[config.mk]
export PLATFORM = sky130hd
export DESIGN_NAME = load_store_unit
export DESIGN_NICKNAME = d
export VERILOG_FILES = /design/src/rtl/load_store_unit.sv
export SDC_FILE = /design/constraint.sdc
export NUM_CORES = 1
export LEC_CHECK = 0
export ABC_AREA = 1
export CORE_MARGIN = 8
export CORE_UTILIZATION = 39
export CTS_BUF_LIST = sky130_fd_sc_hd__clkbuf_16
export CTS_CLUSTER_DIAMETER = 120
export CTS_CLUSTER_SIZE = 8
export DETAILED_ROUTE_END_ITERATION = 7
export PLACE_DENSITY = 0.85
export SYNTH_ARGS = -nofsm -noshare
export SYNTH_HDL_FRONTEND = slang
export SYNTH_SLANG_ARGS = --single-unit
export TNS_END_PERCENT = 100
[constraint.sdc]
create_clock -name clk -period 3.08 [get_ports clk]
set_clock_uncertainty 0.1 [all_clocks]
set_input_delay 0.616 -clock clk [delete_from_list [all_inputs] [get_ports clk]]
set_output_delay 0.616 -clock clk [all_outputs]
set_load 0.005 [all_outputs]
[src/rtl/load_store_unit.sv]
// Load/store controller between the execute stage and DataMemory: validates one
// request at a time, drives a single memory access cycle, returns a response.
module load_store_unit #(
  parameter int unsigned MEM_BYTES = 4096
) (
  input  logic        clk,
  input  logic        rst_n,
  input  logic        req_valid,
  output logic        req_ready,
  input  logic        req_we,
  input  logic [2:0]  req_op,
  input  logic [31:0] req_addr,
  input  logic [31:0] req_wdata,
  output logic        rsp_valid,
  input  logic        rsp_ready,
  output logic [31:0] rsp_rdata,
  output logic [1:0]  rsp_err,
  output logic [31:0] DMAddress,
  output logic [31:0] DMDataIn,
  output logic [2:0]  DMCtrl,
  output logic        DMWrEnable,
  input  logic [31:0] DMDataOut
);

  typedef enum logic [1:0] {IDLE, ACCESS, RESP} state_t;

  localparam logic [32:0] LAST_ADDR = 33'(MEM_BYTES - 1);
  localparam logic [1:0]  ERR_OK    = 2'b00;
  localparam logic [1:0]  ERR_ALIGN = 2'b01;
  localparam logic [1:0]  ERR_RANGE = 2'b10;
  localparam logic [1:0]  ERR_OP    = 2'b11;
  localparam logic [2:0]  CTRL_WORD = 3'b010;

  state_t      state, state_d;
  logic        req_ready_d, rsp_valid_d, dm_we_d;
  logic [31:0] rsp_rdata_d, dm_addr_d, dm_wdata_d;
  logic [1:0]  rsp_err_d, req_err;
  logic [2:0]  dm_ctrl_d, size_m1;
  logic [32:0] end_addr;
  logic        illegal, misaligned, out_of_range;

  // Request legality in priority order: op, alignment, range (33-bit, no wrap)
  always_comb begin
    size_m1 = 3'd3;
    case (req_op[1:0])
      2'b00:   size_m1 = 3'd0;
      2'b01:   size_m1 = 3'd1;
      default: size_m1 = 3'd3;
    endcase
    end_addr     = {1'b0, req_addr} + 33'(size_m1);
    illegal      = (req_op == 3'b011) || (req_op == 3'b110) || (req_op == 3'b111) ||
                   (req_we && req_op[2]);
    misaligned   = ((req_op[1:0] == 2'b01) && req_addr[0]) ||
                   ((req_op[1:0] == 2'b10) && (req_addr[1:0] != 2'b00));
    out_of_range = end_addr > LAST_ADDR;
    if (illegal)           req_err = ERR_OP;
    else if (misaligned)   req_err = ERR_ALIGN;
    else if (out_of_range) req_err = ERR_RANGE;
    else                   req_err = ERR_OK;
  end

  // Next state and next values of every registered output
  always_comb begin
    state_d     = state;
    req_ready_d = req_ready;
    rsp_valid_d = rsp_valid;
    rsp_rdata_d = rsp_rdata;
    rsp_err_d   = rsp_err;
    dm_addr_d   = DMAddress;
    dm_wdata_d  = DMDataIn;
    dm_ctrl_d   = DMCtrl;
    dm_we_d     = DMWrEnable;
    case (state)
      IDLE: begin
        if (req_valid) begin
          req_ready_d = 1'b0;
          if (req_err != ERR_OK) begin
            state_d     = RESP;
            rsp_valid_d = 1'b1;
            rsp_err_d   = req_err;
            rsp_rdata_d = 32'd0;
          end else begin
            state_d    = ACCESS;
            dm_addr_d  = req_addr;
            dm_wdata_d = req_wdata;
            dm_ctrl_d  = req_op;
            dm_we_d    = req_we;
          end
        end
      end
      ACCESS: begin
        // Load data was presented by the memory at mid-cycle
        state_d     = RESP;
        dm_we_d     = 1'b0;
        rsp_valid_d = 1'b1;
        rsp_err_d   = ERR_OK;
        rsp_rdata_d = DMWrEnable ? 32'd0 : DMDataOut;
      end
      RESP: begin
        if (rsp_ready) begin
          state_d     = IDLE;
          rsp_valid_d = 1'b0;
          req_ready_d = 1'b1;
        end
      end
      default: begin
        state_d     = IDLE;
        req_ready_d = 1'b1;
        rsp_valid_d = 1'b0;
        dm_we_d     = 1'b0;
      end
    endcase
  end

  always_ff @(posedge clk) begin
    if (!rst_n) begin
      state      <= IDLE;
      req_ready  <= 1'b1;
      rsp_valid  <= 1'b0;
      rsp_rdata  <= 32'd0;
      rsp_err    <= ERR_OK;
      DMAddress  <= 32'd0;
      DMDataIn   <= 32'd0;
      DMCtrl     <= CTRL_WORD;
      DMWrEnable <= 1'b0;
    end else begin
      state      <= state_d;
      req_ready  <= req_ready_d;
      rsp_valid  <= rsp_valid_d;
      rsp_rdata  <= rsp_rdata_d;
      rsp_err    <= rsp_err_d;
      DMAddress  <= dm_addr_d;
      DMDataIn   <= dm_wdata_d;
      DMCtrl     <= dm_ctrl_d;
      DMWrEnable <= dm_we_d;
    end
  end

endmodule

==> summary by stage, run 1 <==
Synth
The share of the synthesized area in compound gates (AO/OA/AOI/OAI) is 4.215%. The portion of synthesized area spent on multiplexers is 0%. Synthesis inferred ~110 register bits. The number of cells produced by synthesis is 829. The count of flip-flops with a built-in enable after synthesis is 0. The biggest area contributor in the post-synthesis netlist is sky130_fd_sc_hd__dfxtp_1. The synthesized netlist net count is approximately 940. Ranked by instance count, the synthesized netlist is headed by 254 x sky130_fd_sc_hd__nand2_1, 180 x sky130_fd_sc_hd__nor2_1, 106 x sky130_fd_sc_hd__dfxtp_1, 106 x sky130_fd_sc_hd__inv_1, 61 x sky130_fd_sc_hd__nand3_1. The number of different library cells used by synthesis comes to 31.

A synthesized cell averages a little over 6 µm². The commonest register cell after synthesis is sky130_fd_sc_hd__dfxtp_1. The area of the mapped netlist is around 5200 µm².

The synthesized-area fraction occupied by adder cells is less than 1%. The count of warnings emitted by yosys is 0. After synthesis, the cell types taking the most area are sky130_fd_sc_hd__dfxtp_1 41%, sky130_fd_sc_hd__nand2_1 18%, sky130_fd_sc_hd__nor2_1 13%.

The fraction of synthesized cell area taken by the top area cell type is roughly two fifths. For this run, asynchronously set or reset flops after synthesis account for 0%. The area fraction in and, or, nand and nor cells after synthesis is a little over two fifths. The dominant combinational cell family by area after synthesis is simple AND/OR/NAND/NOR gates. The portion of the post-synthesis area used by sequential elements is 41.09%. The post-synthesis share of cell area spent on xor and xnor gates is less than 1%. In the post-synthesis netlist, the cell with the most instances is sky130_fd_sc_hd__nand2_1.

Layout
The final net count is between 1000 and 1500. The diode insertion count for antenna repair is 0. In the final layout, the share of cells above drive strength 1 is between 10% and 20%.

Excluding fillers, the count of instances in the completed layout stands at roughly 1300. The growth of design area from synthesis to finish is 71.34%.

Critical path
For this design, the slowest cell found on the critical path is sky130_fd_sc_hd__fa_2. The peak fanout along the critical path is 18. Data on the critical path is required at its endpoint by approximately 3300 ps. Counting both buffers and inverters, the worst setup path holds a total of 7. The stage delay of the slowest cell on the critical path is 370 ps. The critical path is of the in -> reg type.

For the worst setup path, the data arrival time is 3100 ps. The nature of the critical path endpoint is a flop. The category of the worst setup path launch point is an input pin. By instance count, the cell type seen most on the critical path is sky130_fd_sc_hd__nand2_1. Traced cell by cell, the critical path runs through buf_4 -> nor2_4 -> inv_1 -> ha_4 -> fa_2 -> inv_2 -> nor2_4 -> nand2_2 -> nor2_2 -> nand2_1 -> nand2_1 -> inv_1 -> nand2_2 -> inv_1 -> nand2_1 -> nor2_1 -> nand3_1 -> nor2_2 -> nand3_4 -> buf_12 -> buf_16 -> nand2_1 -> nand2_1 -> nor2_1.

The top cell family by delay on the critical path is simple AND/OR/NAND/NOR gates.

CTS
TritonCTS built the clock tree. The clock latency reported for the late side of the worst-skew pair is roughly 350 ps. The clock buffer count from CTS is 9. The root buffer cell chosen for the clock tree is sky130_fd_sc_hd__clkbuf_16. The maximum level of the CTS H-tree is 3. Clock-pin slew was measured on the worst setup and hold paths at 70 ps.

The number of clock sinks seen by CTS is around 110. The longest clock path from root to sink contains 2 buffers.

Drt
The first-pass iteration count of the detailed router is 4. The number of nets with antenna violations after routing is 0. The number of DRC violations after detailed-routing iteration 0 is approximately 270. Detailed routing inserted a total of 6033 vias. After detailed routing, the number of remaining DRC violations is 0. The post-detailed-route via-to-cell ratio is approximately 4.7. The wire length after detailed routing is 19110 µm. The routed length per placed instance is 14.89 µm.

Job
Max-cap violations in this run came to 0.

STA
The highest clock frequency the design can meet is 344.2 MHz. The number of pins exceeding their max-slew limit in the final report was 0. The total negative setup slack is 0 ps.

The tightest slew margin relative to the limit is 48.50%. The final clock period utilization by the worst path is roughly 94%. The number of hold violations in the final report was 0. The clock period could shrink to approximately 2900 ps.

At the pin with the least slew margin, the transition time is ~770 ps. The total of endpoints with negative setup slack in the final report is 0.

Global route
Summed over all layers, the global routing overflow is 0. The first global-routing pass estimated 27820 µm of wire. The largest net degree at the start of global routing is 77. The number of antenna violations at the first check in global routing was 0.

For this run, the total global-route usage over all layers was measured as between 20% and 30%. The number of global-route vias before repair is around 5700.

Die
The floorplan die width is 131.1 µm. The effective utilization at floorplan is roughly two fifths. The floorplan step defined a die boundary enclosing ~17000 µm². The placeable core region is around 13000 µm². The die is approximately 130 µm tall. The boundary pin count is 208. The number of standard-cell rows in the floorplan is 42.

Power and ir drop
The power consumption is roughly 0.0029 W. Dividing total power by cell area gives a power density of ~330 nW/µm². The reported leakage power is between 4 and 5 nW. The peak ir drop on the vdd network is between 0.3 and 0.4 mV.

Place
Once detailed placement completed, the half-perimeter wirelength came to ~13000 µm. The congestion estimate from routability-driven global placement came to 0.9246. The count of port buffers added during placement is ~210. The placed instance count is approximately 1200.

Min path
The type of the most critical hold path is reg -> reg.

Outcome
The run finished with clean final reports.
worst min-delay path, cell delays in order (launching register included):
cell                      delay (ps)
sky130_fd_sc_hd__dfxtp_1         340
sky130_fd_sc_hd__nand2_1          50
sky130_fd_sc_hd__nand3_1          50
path summary, 6_finish.rpt:
kind / start / to / slack (ps) / cells past startpoint
hold / removal: DMCtrl[1]$_SDFFE_PN1P_ / DMCtrl[1]$_SDFFE_PN1P_ / 370 / 2
hold reg to reg: DMCtrl[1]$_SDFFE_PN1P_ / DMCtrl[1]$_SDFFE_PN1P_ / 370 / 2
setup reg to reg: state[0]$_SDFFE_PN0P_ / rsp_rdata[19]$_SDFFE_PN0P_ / 1310 / 8
setup / recovery: req_op[1] / DMDataIn[25]$_SDFFE_PN0P_ / 170 / 24
state kept, by name, summed over array words and instances (netlist names):
register and cells:
rsp_rdata 32, DMWrEnable 1, DMDataIn 32, rsp_err 2, state 2, DMAddress 32
req_ready 1, rsp_valid 1, DMCtrl 3
cell families (layout without fill, tap and decap cells):
kind of cell             Yosys count  after routing
AO/OA/AOI/OAI                     40             40
XOR/XNOR                           1              1
adder cells (fa/ha/maj)            3              3
buffers and inverters            140            418
flip-flops                       106            106
AND/OR/NAND/NOR                  539            539
where the power goes:
group | internal (W) | switching, W | total (W)
Clock | 0.000555 | 0.000558 | 0.00111
Combinational | 0.000233 | 0.000196 | 0.000429
Sequential | 0.00138 | 0.00000784 | 0.00139
Total | 0.00217 | 0.000762 | 0.00293
per-stage QoR:
stage | hold WS, ps | instance area [µm²] | util [%] | worst slack (ps)
after floorplan | 352.6 | 5165 | - | 130.6
after global placement | 343.4 | 7818 | 59.74 | -457.5
after detailed placement | 346.1 | 7818 | 59.74 | -574.1
after CTS | 370.7 | 8418 | 64.33 | -12.82
after global routing | 398.3 | 8850 | 67.63 | -47.18
final | 367.9 | 8850 | 67.63 | 174.6
routing by layer:
metal	share of wire [%]	vias up	GRT usage, %
li1	-	3060	-
met2	51	198	35.13
met4	3.3	0	9.588
met1	39	2729	23.46
met5	0	-	0
met3	7.5	46	5.704
what timing repair did:
item / CTS / global route
hold buffers: 0 / 0
pin swaps: 13 / 30
setup buffers: 11 / 2
cloned: 5 / 7
hold endpoints to repair: 0 / 0
endpoints found under the setup margin: 103 / 105
gates resized for setup: 33 / 100
layout by cell type, fill, tap and decap left out, drive strengths merged:
| cell | instances |
|---|---|
| ha | 2 |
| o21ai | 6 |
| a21boi | 2 |
| inv | 109 |
| a21oi | 27 |
| nor2 | 186 |
| clkdlybuf4s50 | 187 |
| clkinv | 4 |
| nand3b | 4 |
| o211ai | 1 |
| nor3 | 4 |
| dfxtp | 106 |
| buf | 83 |
| nor2b | 1 |
| fa | 1 |
| a21o | 1 |
| nand3 | 62 |
| xnor2 | 1 |
| o21bai | 2 |
| o21a | 1 |
| nand4 | 6 |
| or2 | 1 |
| nand2 | 255 |
| clkbuf | 18 |
| clkinvlp | 2 |
| dlymetal6s2s | 15 |
| and3 | 20 |
cell type report:
class                      count  area, µm²
tap                          176      220.2
clock inverter                 7      56.30
clock buffer                   9      225.2
timing repair buffer         294       3039
inverter                     108      405.4
sequential                   106       2122
multi-input combinational    583       2781
fill                        1042       4235
Note: power is estimated with default switching activity, not from simulation.
==> inputs of run 2 (changes only) <==
- SKIP_LAST_GASP: default -> 1
==> results of run 2 <==
No change in the layout: final DEF, timing and power equal those of run 1.
==> inputs of run 3 (changes only) <==
- CAP_MARGIN: default -> 20
==> results of run 3 <==
No change in the layout: final DEF, timing and power equal those of run 1.
